**src/rtl/vend_change_ctrl.sv**
```systemverilog
// Vending controller: accumulates coin credit toward PRICE, strobes a vend,
// then pays change or refunds one coin per cycle, largest denomination first.
module vend_change_ctrl #(
    parameter int PRICE   = 25,
    parameter int CW      = 11,
    parameter int TIMEOUT = 1000,
    parameter int TW      = 10
) (
    input  logic          clk,
    input  logic          rst,
    input  logic [2:0]    coin,
    input  logic          cancel,
    output logic [CW-1:0] credit,
    output logic          dis,
    output logic          out_n,
    output logic          out_d,
    output logic          out_q,
    output logic          coin_rej,
    output logic          busy
);

    typedef enum logic [1:0] {
        COLLECT = 2'd0,
        VEND    = 2'd1,
        CHANGE  = 2'd2
    } state_t;

    localparam logic [CW-1:0] PRICE_C  = CW'(PRICE);
    localparam logic [CW-1:0] NICKEL   = CW'(5);
    localparam logic [CW-1:0] DIME     = CW'(10);
    localparam logic [CW-1:0] QUARTER  = CW'(25);
    localparam logic [TW-1:0] TMO_LAST = TW'(TIMEOUT - 1);

    state_t        state_q, state_d;
    logic [CW-1:0] credit_q, credit_d;
    logic [TW-1:0] tmo_q, tmo_d;
    logic          coin_rej_q, coin_rej_d;

    logic          coin_legal;
    logic [CW-1:0] coin_val;
    logic [CW-1:0] change_val;

    always_comb begin
        coin_legal = 1'b1;
        coin_val   = '0;
        case (coin)
            3'b100:  coin_val = NICKEL;
            3'b010:  coin_val = DIME;
            3'b001:  coin_val = QUARTER;
            default: coin_legal = 1'b0;
        endcase
    end

    always_comb begin
        if (credit_q >= QUARTER) begin
            change_val = QUARTER;
        end else if (credit_q >= DIME) begin
            change_val = DIME;
        end else begin
            change_val = NICKEL;
        end
    end

    // Refund request beats a simultaneous coin; an accepted coin beats the idle timeout.
    always_comb begin
        state_d    = state_q;
        credit_d   = credit_q;
        tmo_d      = '0;
        coin_rej_d = 1'b0;
        case (state_q)
            COLLECT: begin
                coin_rej_d = (coin != 3'b000) && (cancel || !coin_legal);
                if (cancel && (credit_q != '0)) begin
                    state_d = CHANGE;
                end else if (!cancel && coin_legal) begin
                    credit_d = credit_q + coin_val;
                    if (credit_d >= PRICE_C) begin
                        state_d = VEND;
                    end
                end else if ((credit_q != '0) && (tmo_q == TMO_LAST)) begin
                    state_d = CHANGE;
                end else if (credit_q != '0) begin
                    tmo_d = tmo_q + 1'b1;
                end
            end
            VEND: begin
                coin_rej_d = (coin != 3'b000);
                credit_d   = credit_q - PRICE_C;
                state_d    = (credit_d != '0) ? CHANGE : COLLECT;
            end
            CHANGE: begin
                coin_rej_d = (coin != 3'b000);
                credit_d   = credit_q - change_val;
                if (credit_d == '0) begin
                    state_d = COLLECT;
                end
            end
            default: begin
                state_d  = COLLECT;
                credit_d = '0;
            end
        endcase
    end

    always_ff @(posedge clk or posedge rst) begin
        if (rst) begin
            state_q    <= COLLECT;
            credit_q   <= '0;
            tmo_q      <= '0;
            coin_rej_q <= 1'b0;
        end else begin
            state_q    <= state_d;
            credit_q   <= credit_d;
            tmo_q      <= tmo_d;
            coin_rej_q <= coin_rej_d;
        end
    end

    assign credit   = credit_q;
    assign coin_rej = coin_rej_q;
    assign dis      = (state_q == VEND);
    assign busy     = (state_q != COLLECT);
    assign out_q    = (state_q == CHANGE) && (credit_q >= QUARTER);
    assign out_d    = (state_q == CHANGE) && (credit_q < QUARTER) && (credit_q >= DIME);
    assign out_n    = (state_q == CHANGE) && (credit_q < DIME);

endmodule
```
**config.mk**
```make
export PLATFORM = sky130hd
export DESIGN_NAME = vend_change_ctrl
export DESIGN_NICKNAME = d
export VERILOG_FILES = /design/src/rtl/vend_change_ctrl.sv
export SDC_FILE = /design/constraint.sdc
export NUM_CORES = 1
export LEC_CHECK = 0
export BUFFER_PORTS_ARGS = -buffer_cell sky130_fd_sc_hd__buf_2
export CAP_MARGIN = 20
export CORE_MARGIN = 1.5
export CORE_UTILIZATION = 49
export CTS_CLUSTER_DIAMETER = 80
export DETAILED_ROUTE_END_ITERATION = 8
export GPL_TIMING_DRIVEN = 0
export PLACE_DENSITY = 0.67
export RECOVER_POWER = 50
export SLEW_MARGIN = 15
export SYNTH_ARGS = -nofsm -noshare
export SYNTH_HDL_FRONTEND = slang
export SYNTH_SLANG_ARGS = --single-unit
```
**constraint.sdc**
```tcl
create_clock -name clk -period 4.48 [get_ports clk]
set_input_delay 0.448 -clock clk [delete_from_list [all_inputs] [get_ports clk]]
set_output_delay 0.448 -clock clk [all_outputs]
set_load 0.01 [all_outputs]
```
* Word-level counts from Yosys, hierarchy flattened
Index checks and enable logic that the tools add are counted.
** Word-level totals
- Register bits :: 24
- Output and inout port bits :: 17
- Word-level logic and storage cells :: 65
** Operators by class
- Add/subtract/negate cells :: 4
- Magnitude comparators :: 5
- Equality and inequality tests :: 11
- Mux-type cells :: 20
- Reduce and logical (&&, ||, !) cells :: 21
** Operators by type and width (number)
- 10-bit 2-to-1 mux :: 5
- 11-bit case mux with 3 select lines :: 1
- 11-bit by 5-bit >= comparator with 1-bit output, second input constant :: 2
- 11-bit 2-to-1 mux :: 2
- 11-bit nonzero test :: 2
- 5-bit case mux with 3 select lines :: 1
- 2-bit 2-to-1 mux :: 6
- 11-bit adder :: 1
- 11-bit by 4-bit >= comparator with 1-bit output, second input constant :: 1
- 11-bit logical NOT :: 1
- 11-bit by 4-bit < comparator with 1-bit output, second input constant :: 1
- 11-bit by 5-bit < comparator with 1-bit output, second input constant :: 1
- 11-bit subtractor :: 1
- 11-bit by 5-bit subtractor with 11-bit output, second input constant :: 1
- 10-bit by 1-bit adder with 10-bit output, second input constant :: 1
- 10-bit == test, second input constant :: 1
- 1-bit logical AND :: 8
- 4-bit != test, second input constant :: 2
- 2-bit != test, second input constant :: 3
- 2-bit case mux with 3 select lines :: 1
- 5-bit 2-to-1 mux :: 1
- 4-bit 2-to-1 mux :: 1
- 3-bit by 1-bit == test with 1-bit output, second input constant :: 1
- 3-bit by 2-bit == test with 1-bit output, second input constant :: 1
- 14 further kinds :: 15

* Logic depth before layout (Yosys ltp)
- Depth after elaboration :: 8
- Gate-level depth with buffers :: 17
- Depth with buffers taken out :: 16

* Least setup slack after synthesis
Ideal clock, no wire load.
- Path kind :: register to register
- Start :: reg credit_q[7] (netlist: credit[7])
- End :: reg state_q[0]
- Library setup time :: 0.122 ns
- Arrival time :: 3.912 ns
- Data required time :: 4.358 ns
- Slack :: 0.446 ns
- Cell stages (with the launch flop) :: 18
- Cells stage by stage :: dfrtp_1 -> buf_2 -> or3_1 -> nor2_1 -> nand2_1 -> nor3_1 -> nand2_1 -> nand2_1 -> ha_1 -> inv_1 -> fa_1 -> a211oi_2 -> nor2_1 -> xor2_1 -> or4_4 -> o41ai_4 -> o221ai_2 -> a32o_1
** On the way
- Longest elaborated chain between the ends :: 7
** Ends and longest elaborated chain
- start, declared :: line 35 : logic [CW-1:0] credit_q, credit_d;
- start signal, assigned :: line 113 : credit_q <= credit_d;
- 11-bit by 4-bit >= comparator with 1-bit output :: line 57 : end else if (credit_q >= DIME) begin
- 4-bit 2-to-1 mux :: line 57
- 5-bit 2-to-1 mux :: line 55 : if (credit_q >= QUARTER) begin
- 11-bit subtractor :: line 93 : credit_d = credit_q - change_val;
- 11-bit logical NOT :: line 94 : if (credit_d == '0) begin
- 2-bit != test (no line)
- 3-bit AND reduction (no line)
- end signal, assigned :: line 112 : state_q <= state_d;
- end, declared :: line 34 : state_t state_q, state_d;
Parallel ways exist; a longest one is shown, timed or not.
A chain may end at the register's enable or synchronous reset.

* Final worst setup path
Ends and elaborated chain as after synthesis.

==> results.json <==
{
  "fin_crit_ns": 4.330,
  "numCtsBuffers": 3,
  "start_util": 0.5113,
  "synthArstFlopShare": 1.000,
  "fmax_mhz": 231.0,
  "finalPower_mw": 2.066,
  "synth_mux_area_frac": 0.009264,
  "routed_via_density": 6.144,
  "crit_chain": "buf_2 -> or3_4 -> nor2_4 -> nand2_2 -> nor3_4 -> nand2_2 -> nand2_1 -> ha_1 -> inv_1 -> fa_1 -> a211oi_2 -> nor2_1 -> xor2_1 -> or4_4 -> o41ai_4 -> o221ai_2 -> a32o_1",
  "setup_viol": 0,
  "die_h_um": 73.44,
  "worstMarginPinSlew_ns": 0.9721,
  "grtUsageTotal": 0.2664,
  "synth-xor-area-share": 0.09367,
  "syn_inst": 303,
  "syn_nets": 331,
  "drt_iter0_markers": 392,
  "ir_worst_vdd_mv": 0.3232,
  "dp_hpwl_um": 5208,
  "ys_types": 54,
  "worstPathRequired_ns": 4.65,
  "place_inst": 392,
  "max_stage_delay_ns": 0.53,
  "clkSinkCount": 24,
  "finalHoldViolCount": 0,
  "drc": 0,
  "cts_max_path_buffers": 2,
  "placed_area_um2": 2625,
  "drtAntennaViolNets": 0,
  "synth_compound_area_frac": 0.2542,
  "synth_edf_count": 0,
  "core_area_um2": 4755,
  "leakage_nw": 1.230,
  "reg2reg_from": "credit[7]",
  "timing.final.ws_setup_ns": 0.1501,
  "seq_area_frac_synth": 0.2470,
  "clock_skew_ns": 0.004538,
  "hold-worst-slack_ns": 0.08832,
  "root_buffer": "clkbuf_8",
  "worstSetupPathType": "reg2reg",
  "drive_gt1_frac": 0.1607,
  "ioPinCount": 23,
  "wirelength_um": 6859,
  "fin_cells": 403,
  "fin_crit_sh": 0.9665,
  "max-cap-violations": 0,
  "cts_tree": "done",
  "antenna_cells": 0,
  "startpoint_type": "flip-flop",
  "cp-startpoint": "credit[7]",
  "hold_path.class": "in2async",
  "final_cell_area_um2": 2775,
  "n_fill_cell": 471,
  "clk_pin_slew_ns": 0.09,
  "vias": 2476,
  "ys_warn_count": 0,
  "syn_area_per_cell_um2": 8.023,
  "final_core_util": 0.5837,
  "grt_pass1_wl_um": 11180,
  "power.density_nw_per_um2": 744.5,
  "antenna_found_initial": 0,
  "synth_fa_ha_area_frac": 0.1194,
  "die_w_um": 73.44,
  "ys_seq_elements": 24,
  "gp_congestion": 0.8473,
  "multi_input_area_um2": 1720,
  "synth_top_family_by_area": "compound AO/OA/AOI/OAI gates",
  "grt_pass1_vias": 2271,
  "grt_max_degree": 25,
  "cp.arrival_ns": 4.50,
  "crit_fanout": 9,
  "portBuffers": 22,
  "slew_headroom": 0.3519,
  "cp_slowest_cell": "or4_4",
  "htree_levels": 1,
  "rows": 25,
  "synth_area_um2": 2431,
  "crit_top_cell": "nand2_2",
  "synth-main-ff-cell": "dfrtp_1",
  "ff_latch_area_um2": 601.8,
  "tns_ns": 0,
  "fin_nets": 365,
  "die_area_um2": 5393,
  "ctsHoldBuffers": 0,
  "run_status": "finished clean",
  "synthToLayoutAreaGrowth_pct": 14.15,
  "post-place-ws_ns": -0.3219,
  "wl_per_cell_um": 17.02,
  "drv_slew": 0,
  "synth-simple-area-share": 0.2172,
  "globalRouteOverflowTotal": 0,
  "clk_latency_ns": 0.27,
  "firstDrtPassIters": 8,
  "critPathCaptureType": "flip-flop"
}
## synthesized netlist by cell type (2+ instances only)
| cell | n | area [um^2] |
|---|---|---|
| a21o_1 | 2 | 15.01 |
| a21oi_1 | 12 | 60.06 |
| a21oi_2 | 2 | 17.52 |
| a221oi_1 | 2 | 17.52 |
| a222oi_1 | 2 | 20.02 |
| a22o_1 | 6 | 52.55 |
| a31oi_1 | 5 | 31.28 |
| a32o_1 | 2 | 20.02 |
| and3_1 | 5 | 31.28 |
| buf_2 | 4 | 20.02 |
| clkbuf_1 | 5 | 18.77 |
| dfrtp_1 | 24 | 600.6 |
| fa_1 | 2 | 40.04 |
| ha_1 | 20 | 250.2 |
| inv_1 | 18 | 67.56 |
| nand2_1 | 23 | 86.33 |
| nand2b_1 | 6 | 37.54 |
| nand3_1 | 12 | 60.06 |
| nand4_1 | 5 | 31.28 |
| nor2_1 | 38 | 142.6 |
| nor2b_1 | 2 | 12.51 |
| nor3_1 | 14 | 70.07 |
| o211a_1 | 2 | 20.02 |
| o21a_1 | 5 | 37.54 |
| o21ai_0 | 18 | 90.09 |
| o22ai_1 | 9 | 56.30 |
| o31ai_1 | 4 | 30.03 |
| or2_2 | 4 | 25.02 |
| xnor2_1 | 17 | 148.9 |
| xor2_1 | 9 | 78.83 |
## final cells by class
cell class / instances / area share
multi-input cells: 247 / 0.6199
clock buffers: 3 / 0.01488
clock inverters: 1 / 0.01082
well taps: 67 / 0.03021
flip-flops and latches: 24 / 0.2169
repair buffers: 29 / 0.05455
plain buffers: 13 / 0.02705
inverters: 19 / 0.02570
## layout by cell type, fill, tap and decap left out, types with 2 or more instances in the layout
| master | instances |
|---|---|
| nand2_2 | 2 |
| or2_2 | 4 |
| xnor2_1 | 17 |
| buf_4 | 6 |
| a31oi_1 | 5 |
| ha_1 | 20 |
| dfrtp_1 | 23 |
| o22ai_1 | 9 |
| buf_2 | 20 |
| nand3_1 | 12 |
| and3_1 | 5 |
| a22o_1 | 6 |
| a21o_1 | 2 |
| nand2b_1 | 6 |
| o211a_1 | 2 |
| nor2_1 | 37 |
| nor2b_1 | 2 |
| fa_1 | 2 |
| a21oi_1 | 12 |
| a221oi_1 | 2 |
| clkbuf_8 | 3 |
| nand4_1 | 5 |
| clkbuf_2 | 2 |
| a21oi_2 | 2 |
| clkbuf_1 | 10 |
| nor3_1 | 12 |
| xor2_1 | 9 |
| o31ai_1 | 4 |
| a222oi_1 | 2 |
| o21a_1 | 5 |
| nand2_1 | 21 |
| a32o_1 | 2 |
| inv_1 | 18 |
| o21ai_0 | 18 |
## cell families after synthesis
| logic type | after synthesis |
|---|---|
| adders and majority gates | 22 |
| DFF | 24 |
| muxes | 1 |
| buffers and inverters | 32 |
| AOI/OAI and AO/OA | 85 |
| xor gates and xnor gates | 26 |
| and+or+nand+nor | 113 |
## where the power goes
| group | internal, mW | switching (mW) | leakage, nW |
|---|---|---|---|
| clock | 0.120 | 0.0735 | 0.0357 |
| combinational | 0.601 | 0.895 | 0.880 |
| sequential | 0.283 | 0.0945 | 0.314 |
## final timing paths
kind / end / slack [ns] / depth (start not counted)
worst max-delay path: state_q[0] / 0.15 / 17
worst min-delay path: tmo_q[7] / 0.09 / 2
worst max register to register: state_q[0] / 0.15 / 17
worst min register to register: tmo_q[0] / 0.49 / 1
max in group asynchronous: tmo_q[9] / 3.23 / 3
min in group clk: tmo_q[0] / 0.49 / 1
## layer usage
metal  up-vias  track usage  wire, um
li1       1167            -         -
met1      1154       0.3674      2983
met2       134       0.4293      3153
met3        21      0.03978       549
met4         0      0.08642       172
met5         -            0         0
## worst max-delay path, delay by kind of cell (launching register included)
family,cells,cell delay [ns]
AOI/OAI and AO/OA,4,1.13
xor gates and xnor gates,1,0.17
adders and majority gates,2,0.57
buffers and inverters,2,0.24
DFF,1,0.38
and+or+nand+nor,8,1.74
## sequential cells by signal, summed over array words and instances (netlist names)
name      cells
tmo_q        10
credit       11
coin_rej      1
state_q       2
## what timing repair did
item | 4_1_cts | 5_1_grt
pin swaps | 0 | 4
gates cloned | 0 | 0
resized for setup | 3 | 10
setup endpoints to repair | 2 | 2
buffers inserted | 0 | 6
Power figures use the tool's default switching activity.
